==> config.mk <==
export PLATFORM = sky130hd
export DESIGN_NAME = multicycle_adder
export DESIGN_NICKNAME = d
export VERILOG_FILES = /design/src/rtl/multicycle_adder.sv
export SDC_FILE = /design/constraint.sdc
export NUM_CORES = 1
export LEC_CHECK = 0
export BUFFER_PORTS_ARGS = -buffer_cell sky130_fd_sc_hd__buf_4
export CORE_UTILIZATION = 30
export DETAILED_ROUTE_END_ITERATION = 8
export GPL_TIMING_DRIVEN = 0
export HOLD_SLACK_MARGIN = 0.03
export PLACE_DENSITY = 0.46
export SYNTH_ARGS = -nofsm -noshare
export SYNTH_HDL_FRONTEND = slang
export SYNTH_SLANG_ARGS = --single-unit
==> constraint.sdc <==
create_clock -name clk -period 3.25 [get_ports clk]
set_clock_uncertainty 0.05 [all_clocks]
set_input_delay 0.65 -clock clk [delete_from_list [all_inputs] [get_ports clk]]
set_output_delay 0.65 -clock clk [all_outputs]
set_load 0.01 [all_outputs]
==> src/rtl/multicycle_adder.sv <==
// rtl/multicycle_adder.sv - chunk-serial adder/subtractor with valid/ready handshake
// Adds CHUNK bits per cycle over WIDTH/CHUNK cycles; outputs are registers only.
module multicycle_adder #(
  parameter int WIDTH = 16,
  parameter int CHUNK = 4
) (
  input  logic             clk,
  input  logic             rst,
  input  logic             in_valid,
  output logic             in_ready,
  input  logic [WIDTH-1:0] a,
  input  logic [WIDTH-1:0] b,
  input  logic             cin,
  input  logic             sub,
  output logic             out_valid,
  input  logic             out_ready,
  output logic [WIDTH-1:0] sum,
  output logic             cout,
  output logic             ovf
);

  localparam int N  = WIDTH / CHUNK;
  localparam int CW = (N > 1) ? $clog2(N) : 1;

  typedef enum logic [1:0] {IDLE, ADD, DONE} state_t;

  state_t           state_q;
  logic [WIDTH-1:0] a_q;
  logic [WIDTH-1:0] b_q;
  logic             carry_q;
  logic [CW-1:0]    cnt_q;
  logic [WIDTH-1:0] sum_q;
  logic             cout_q;
  logic             ovf_q;
  logic             in_ready_q;
  logic             out_valid_q;

  logic [CHUNK-1:0] a_chunk;
  logic [CHUNK-1:0] b_chunk;
  logic [CHUNK:0]   chunk_res;
  logic [WIDTH-1:0] sum_d;
  logic             last_chunk;

  // Select the active chunk and merge its result into the running sum
  always_comb begin
    a_chunk = '0;
    b_chunk = '0;
    for (int i = 0; i < N; i++) begin
      if (cnt_q == CW'(i)) begin
        a_chunk = a_q[i*CHUNK +: CHUNK];
        b_chunk = b_q[i*CHUNK +: CHUNK];
      end
    end
    chunk_res = {1'b0, a_chunk} + {1'b0, b_chunk} + {{CHUNK{1'b0}}, carry_q};
    sum_d = sum_q;
    for (int i = 0; i < N; i++) begin
      if (cnt_q == CW'(i)) begin
        sum_d[i*CHUNK +: CHUNK] = chunk_res[CHUNK-1:0];
      end
    end
    last_chunk = (cnt_q == CW'(N - 1));
  end

  always_ff @(posedge clk) begin
    if (rst) begin
      state_q     <= IDLE;
      a_q         <= '0;
      b_q         <= '0;
      carry_q     <= 1'b0;
      cnt_q       <= '0;
      sum_q       <= '0;
      cout_q      <= 1'b0;
      ovf_q       <= 1'b0;
      in_ready_q  <= 1'b1;
      out_valid_q <= 1'b0;
    end else begin
      case (state_q)
        IDLE: begin
          if (in_valid) begin
            a_q        <= a;
            b_q        <= sub ? ~b : b;
            carry_q    <= sub ? 1'b1 : cin;
            cnt_q      <= '0;
            in_ready_q <= 1'b0;
            state_q    <= ADD;
          end
        end
        ADD: begin
          sum_q   <= sum_d;
          carry_q <= chunk_res[CHUNK];
          if (last_chunk) begin
            cout_q      <= chunk_res[CHUNK];
            ovf_q       <= (a_q[WIDTH-1] == b_q[WIDTH-1]) && (sum_d[WIDTH-1] != a_q[WIDTH-1]);
            cnt_q       <= '0;
            out_valid_q <= 1'b1;
            state_q     <= DONE;
          end else begin
            cnt_q <= cnt_q + CW'(1);
          end
        end
        DONE: begin
          if (out_ready) begin
            out_valid_q <= 1'b0;
            in_ready_q  <= 1'b1;
            state_q     <= IDLE;
          end
        end
        default: begin
          out_valid_q <= 1'b0;
          in_ready_q  <= 1'b1;
          state_q     <= IDLE;
        end
      endcase
    end
  end

  assign in_ready  = in_ready_q;
  assign out_valid = out_valid_q;
  assign sum       = sum_q;
  assign cout      = cout_q;
  assign ovf       = ovf_q;

endmodule

==> out/metrics.csv, run 1 <==
metric,value,unit
post-CTS setup buffer count,0,
GR Overflow Total,0,
total track usage,0.164,
minimum clock period,3.05,ns
type of the setup path with the least slack,reg -> reg,
first-pass GRT wire length,11100,um
Clock Latency Late Sink,0.34,ns
LEAKAGE,1.35,nW
Post-Route WL,6730,um
drt pass-1 iters,4,
"commonest non-fill, non-tap cell in the layout",dfxtp_1,
storage element area,0.00114,mm2
Initial Utilization,0.315,
main combinational cell family by area after synthesis,simple AND/OR/NAND/NOR gates,
Worst IR Drop VDD,0.203,mV
area share of the largest cell type after synthesis,0.432,
Synth Area in Simple Gates,0.206,
achievable frequency,328,MHz
DIE AREA,0.00919,mm2
Initial DRC Count,49,
DRC,0,
"flops & latches, synth",57,
Hold Path Cell Cnt,2,
status,finished clean,
vias in the first global route,2205,
Yosys warnings,0,
die span in y,95.9,um
clock sinks,57,
Final setup viols,0,
"Primary FF master, synth",dfxtp_1,
Wirelength per Cell,13.5,um
via/cell ratio,4.66,
final RePlAce weighted congestion,0.776,
FF-to-FF Start,cnt_q[0]$_SDFFE_PP0P_,
sequential cell area fraction in the yosys report,0.432,
critical path arrival,3.25,ns
I/O pin count,58,
RSZ-0062 raised after global routing,true,
Post-synth ARST share,0,
Die W,95.9,um
largest net degree at the start of global routing,11,
Max-slew headroom,0.608,
fin crit share,0.939,
post-synthesis mux area share,0.0114,
nets,435,
Synth Area in Adders,0.0483,
post-synthesis compound-gate area fraction,0.195,
Worst setup EP type,flop,
Pins Over Slew Limit,0,
area delta synth->final,28.2,%
row count,33,
ANT nets after route,0,
n_diodes,0,
Hold Path End,a_q[14]$_SDFFE_PP0P_,
mean post-synth cell area,8.16,um2
H-Tree Depth,3,
Filler Cells Inserted,895,
CP max FO,10,
Netlist cell types,33,
"area leader, netlist",dfxtp_1,
CP required,3.45,ns
CTS Root Cell,clkbuf_8,
min-delay src,a_q[14]$_SDFFE_PP0P_,
total core area,0.00838,mm2
CTS Buf Count,9,
syn nets,371,
CTS tree,yes,
Clock Tree Buf Depth,2,
number of synthesized flops with an enable pin,0,
worst reg-to-reg setup slack,0.20,ns
number of port buffers,55,
Overall Power,1.69,mW
multi-input logic area,0.00138,mm2
FF-to-FF End,ovf$_SDFFE_PP0P_,
via count,2320,
synth top area cells,"dfxtp_1 43%, a21oi_1 8.0%, nand2_1 8.0%, a211oi_1 7.1%, xnor2_1 5.6%",
layout cells sized above 1,0.232,
antenna violations before repair,0,
DP HPWL,4960,um
Max Cap Viol,0,
Slew @ Worst Pin,0.586,ns
Final Hold Fails,0,
"commonest cells after routing, fill and taps aside","57 x dfxtp_1, 56 x nand2_1, 55 x buf_4",
P per Cell Area,498,mW/mm2
Final Hold Slack,0.404,ns
clock transition at the registers of the reported paths,0.07,ns
synthesized area,0.00264,mm2
Worst R2R Path Depth,12,
Critical Path Start Type,flop,
cells after synthesis,324,
HP Class,reg -> reg,
area share of xor/xnor cells in the synthesized design,0.0563,
-- kinds of logic (layout without fill, tap and decap cells) --
group	count (synthesis)	in the layout
flip-flops	57	57
adder cells (fa/ha/maj)	9	9
buffers and inverters	32	101
multiplexers	3	3
AO/OA/AOI/OAI	84	84
AND/OR/NAND/NOR	122	122
XOR/XNOR	17	17
-- how the worst max path moves through the flow --
stage                          startpoint          endpoint  slack [ns]
global route        cnt_q[0]$_SDFFE_PP0P_  ovf$_SDFFE_PP0P_       0.006
CTS                 cnt_q[0]$_SDFFE_PP0P_  ovf$_SDFFE_PP0P_        0.02
detailed placement  cnt_q[1]$_SDFFE_PP0P_  ovf$_SDFFE_PP0P_       -0.19
floorplan           cnt_q[0]$_SDFFE_PP0P_  ovf$_SDFFE_PP0P_        0.39
finish              cnt_q[0]$_SDFFE_PP0P_  ovf$_SDFFE_PP0P_        0.20
global placement    cnt_q[1]$_SDFFE_PP0P_  ovf$_SDFFE_PP0P_       -0.19
-- critical path: stages, from the launching register on --
cell      delay [ns]
dfxtp_1         0.34
inv_1           0.13
ha_1            0.37
clkbuf_2        0.30
a21oi_1         0.06
a21oi_1         0.15
o21ai_0         0.12
ha_1            0.37
and3b_1         0.19
or3_1           0.33
buf_2           0.16
a21o_1          0.19
a311oi_2        0.21
-- Yosys cell counts, types with 3 or more instances --
cell       n
nand2b_1   5
o21ai_0    8
a21oi_1   42
nand2_1   56
clkbuf_1  12
nand3_1    6
ha_1       7
nand3b_1   6
nor3_1     4
mux2i_1    3
inv_1      6
nor2b_1    5
a211oi_1  25
and2_1     3
nor2_1    32
buf_2     11
dfxtp_1   57
xnor2_1   17
-- stage by stage --
stage	area (um2)	cells	utilization	TNS [ns]	setup WS, ns
finish	3390	498	0.404	0	0.199
CTS	3370	499	0.403	0	0.0211
floorplan	2640	324	-	0	0.387
global placement	3190	484	0.380	-0.316	-0.192
global route	3390	498	0.404	0	0.00550
detailed placement	3190	484	0.380	-0.340	-0.186
-- what timing repair did --
| action | in CTS | in global routing |
|---|---|---|
| setup endpoints to repair | 6 | 7 |
| hold buffers | 0 | 0 |
| resized for setup | 4 | 8 |
-- where the power goes --
group	switching, mW	internal (mW)	leakage (nW)	total, mW
clock network	0.271	0.373	0.0974	0.644
registers	0.0243	0.740	0.467	0.764
logic	0.151	0.126	0.781	0.277
total	0.446	1.24	1.35	1.69
-- cell type report --
type,instances,area share
Sequential cell,57,0.337
Tap cell,105,0.0388
Clock inverter,3,0.0118
Clock buffer,13,0.0439
Buffer,24,0.0321
Inverter,6,0.00665
Timing Repair Buffer,55,0.122
Multi-Input combinational cell,235,0.408
-- per-layer routing --
layer	GRT usage	part of all wire	vias to the layer above
met2	0.254	0.45	50
li1	-	-	1227
met1	0.211	0.49	1030
met4	0.0684	0.019	0
met3	0.0466	0.044	13
met5	0	0	-
-- flip-flops by register name (all words and copies together) (netlist names) --
signal     cells
a_q           16
cnt_q          2
sum           16
ovf            1
state_q        2
b_q           16
carry_q        1
in_ready       1
cout           1
out_valid      1
Power figures use the tool's default switching activity.
==> run 2, diff against run 1 <==
--- a/config.mk
+++ b/config.mk
@@ -10,7 +10,7 @@
 export DETAILED_ROUTE_END_ITERATION = 8
 export GPL_TIMING_DRIVEN = 0
 export HOLD_SLACK_MARGIN = 0.03
-export PLACE_DENSITY = 0.46
+export PLACE_DENSITY = 0.48
 export SYNTH_ARGS = -nofsm -noshare
 export SYNTH_HDL_FRONTEND = slang
 export SYNTH_SLANG_ARGS = --single-unit
==> constraint.sdc (replaced) <==
create_clock -name clk -period 2.6 [get_ports clk]
set_clock_uncertainty 0.05 [all_clocks]
set_input_delay 0.52 -clock clk [delete_from_list [all_inputs] [get_ports clk]]
set_output_delay 0.52 -clock clk [all_outputs]
set_load 0.01 [all_outputs]
==> run 2 against run 1 <==
The run now ends with setup timing left; critical endpoint is now carry_q$_SDFFE_PP0P_; first-iteration DRC count grew 18%; non-clock buffer count grew 15; register-to-register slack lost 0.29 ns; sequential cell count is the same; wire length grew 5.2%; hold slack lost 0.027 ns; maximum frequency grew 13%; die area is the same; via count grew 5.4%; highest routed layer unchanged.
==> out/metrics.csv, run 2 (synthesized netlist as in run 1, its figures left out) <==
metric,value,unit
"delay-heaviest family, CP",compound AO/OA/AOI/OAI gates,
Initial DRC Count,58,
type of the setup path with the least slack,reg -> reg,
Slew @ Worst Pin,0.577,ns
Die W,95.9,um
HP Class,in -> reg,
CTS Root Cell,clkbuf_8,
n_diodes,0,
setup tns final,-0.203,ns
row count,33,
nets,450,
I/O pin count,58,
DIE AREA,0.00919,mm2
post-layout util,0.444,
grt peak-use layer,met2,
Pins Over Slew Limit,0,
Worst IR Drop VDD,0.274,mV
met1 Use GR,0.208,
critical path arrival,2.84,ns
Max-slew headroom,0.615,
CTS Buf Count,9,
clock sinks,57,
P per Cell Area,570,mW/mm2
via/cell ratio,4.77,
Wirelength per Cell,13.8,um
DRC,0,
Final Hold Fails,0,
die span in y,95.9,um
Max Cap Viol,0,
CP bufs+invs,3,
total track usage,0.166,
status,"finished, violations left",
CP max FO,8,
H-Tree Depth,3,
cell mode on critical path,a21oi_2,
layout cells sized above 1,0.346,
final RePlAce weighted congestion,0.749,
failing checks,setup timing,
CP required,2.75,ns
grt met2 use,0.275,
drt pass-1 iters,4,
CP Cell Sequence,inv_4 -> ha_4 -> clkbuf_16 -> a221oi_4 -> nor3_2 -> a21oi_2 -> fa_2 -> inv_2 -> fa_2 -> a21o_2 -> a21oi_2 -> nand2b_4 -> a21oi_2,
total core area,0.00838,mm2
largest net degree at the start of global routing,11,
area delta synth->final,40.9,%
Clock Latency Late Sink,0.33,ns
DP HPWL,5050,um
Worst path slowest cell,dfxtp_4,
Worst setup EP type,flop,
pre-CTS setup slack,-0.409,ns
ANT nets after route,0,
number of port buffers,55,
clock transition at the registers of the reported paths,0.06,ns
GR Overflow Total,0,
met3 Use GR,0.0490,
fin worst setup slack,-0.0880,ns
vias in the first global route,2299,
CTS tree,yes,
RSZ-0062 raised after global routing,true,
Critical Path Start Type,flop,
Crit path largest cell delay,0.37,ns
Final setup viols,3,
achievable frequency,372,MHz
Post-Route WL,7090,um
fin crit share,1.03,
first-pass GRT wire length,11400,um
Initial Utilization,0.315,
hold_buf cts,0,
antenna violations before repair,0,
"commonest cells after routing, fill and taps aside","67 x buf_4, 56 x nand2_1, 55 x dfxtp_1",
LEAKAGE,1.47,nW
minimum clock period,2.69,ns
Clock Tree Buf Depth,2,
"commonest non-fill, non-tap cell in the layout",buf_4,
via count,2446,
run 2: cell count changes in the layout (fill, tap and decap cells not counted), moves of 3 or more:
cell     change
nand3_2      +4
a21oi_2      +8
inv_1        -3
o21ai_0      -3
buf_4       +12
a21oi_1      -8
nand3_1      -4
run 2: final timing paths:
path                                             end                  start  depth (start not counted)  slack [ns]
worst max-delay path            carry_q$_SDFFE_PP0P_  cnt_q[1]$_SDFFE_PP0P_                         13       -0.09
worst min-delay path             a_q[0]$_SDFFE_PP0P_                   a[0]                          3        0.38
worst max register to register  carry_q$_SDFFE_PP0P_  cnt_q[1]$_SDFFE_PP0P_                         13       -0.09
worst min register to register   a_q[0]$_SDFFE_PP0P_    a_q[0]$_SDFFE_PP0P_                          2        0.40
run 2: per-layer routing:
layer / vias up / part of all wire / wire length [um]
met3: 9 / 0.060 / 425
met1: 1118 / 0.47 / 3300
met5: - / 0 / 0
met4: 0 / 0.016 / 115
met2: 59 / 0.46 / 3240
li1: 1260 / - / -
run 2: layout make-up:
class / instances / area, um2
timing repair buffer: 70 / 539
clock inverter: 3 / 15.0
clock buffer: 13 / 159
inverter: 6 / 27.5
multi-input combinational: 235 / 1530
buffer: 24 / 173
tap: 105 / 131
fill: 859 / 4660
sequential: 57 / 1150
run 2: repair_timing:
item                                    CTS  global route
cloned                                    1             0
buffers inserted                         10             4
endpoints found under the setup margin   15            15
hold endpoints to repair                  0             0
resized for setup                        23            22
pin swaps                                 8             8
run 2: stage by stage:
| stage | power (mW) | hold WS (ns) | cells | instance area [um2] |
|---|---|---|---|---|
| after global routing | 2.23 | 0.384 | 513 | 3720 |
| final | 2.12 | 0.377 | 513 | 3720 |
| after detailed placement | 1.34 | 0.399 | 484 | 3260 |
| after CTS | 2.12 | 0.364 | 509 | 3620 |
| after floorplan | 1.20 | 0.382 | 324 | 2710 |
| after global placement | 1.33 | 0.394 | 484 | 3260 |
run 2: power by group:
group | total [mW] | switching, mW | internal (mW)
Sequential | 0.958 | 0.0338 | 0.924
Clock | 0.731 | 0.338 | 0.393
Combinational | 0.432 | 0.217 | 0.215
Total | 2.12 | 0.589 | 1.53
run 2: worst reg2reg max path: cells and delay by family, from the launching register on:
family,cells,cell delay [ns]
DFF,1,0.37
AOI/OAI and AO/OA,5,0.88
buffers and inverters,3,0.25
and+or+nand+nor,2,0.22
adders and majority gates,3,0.80
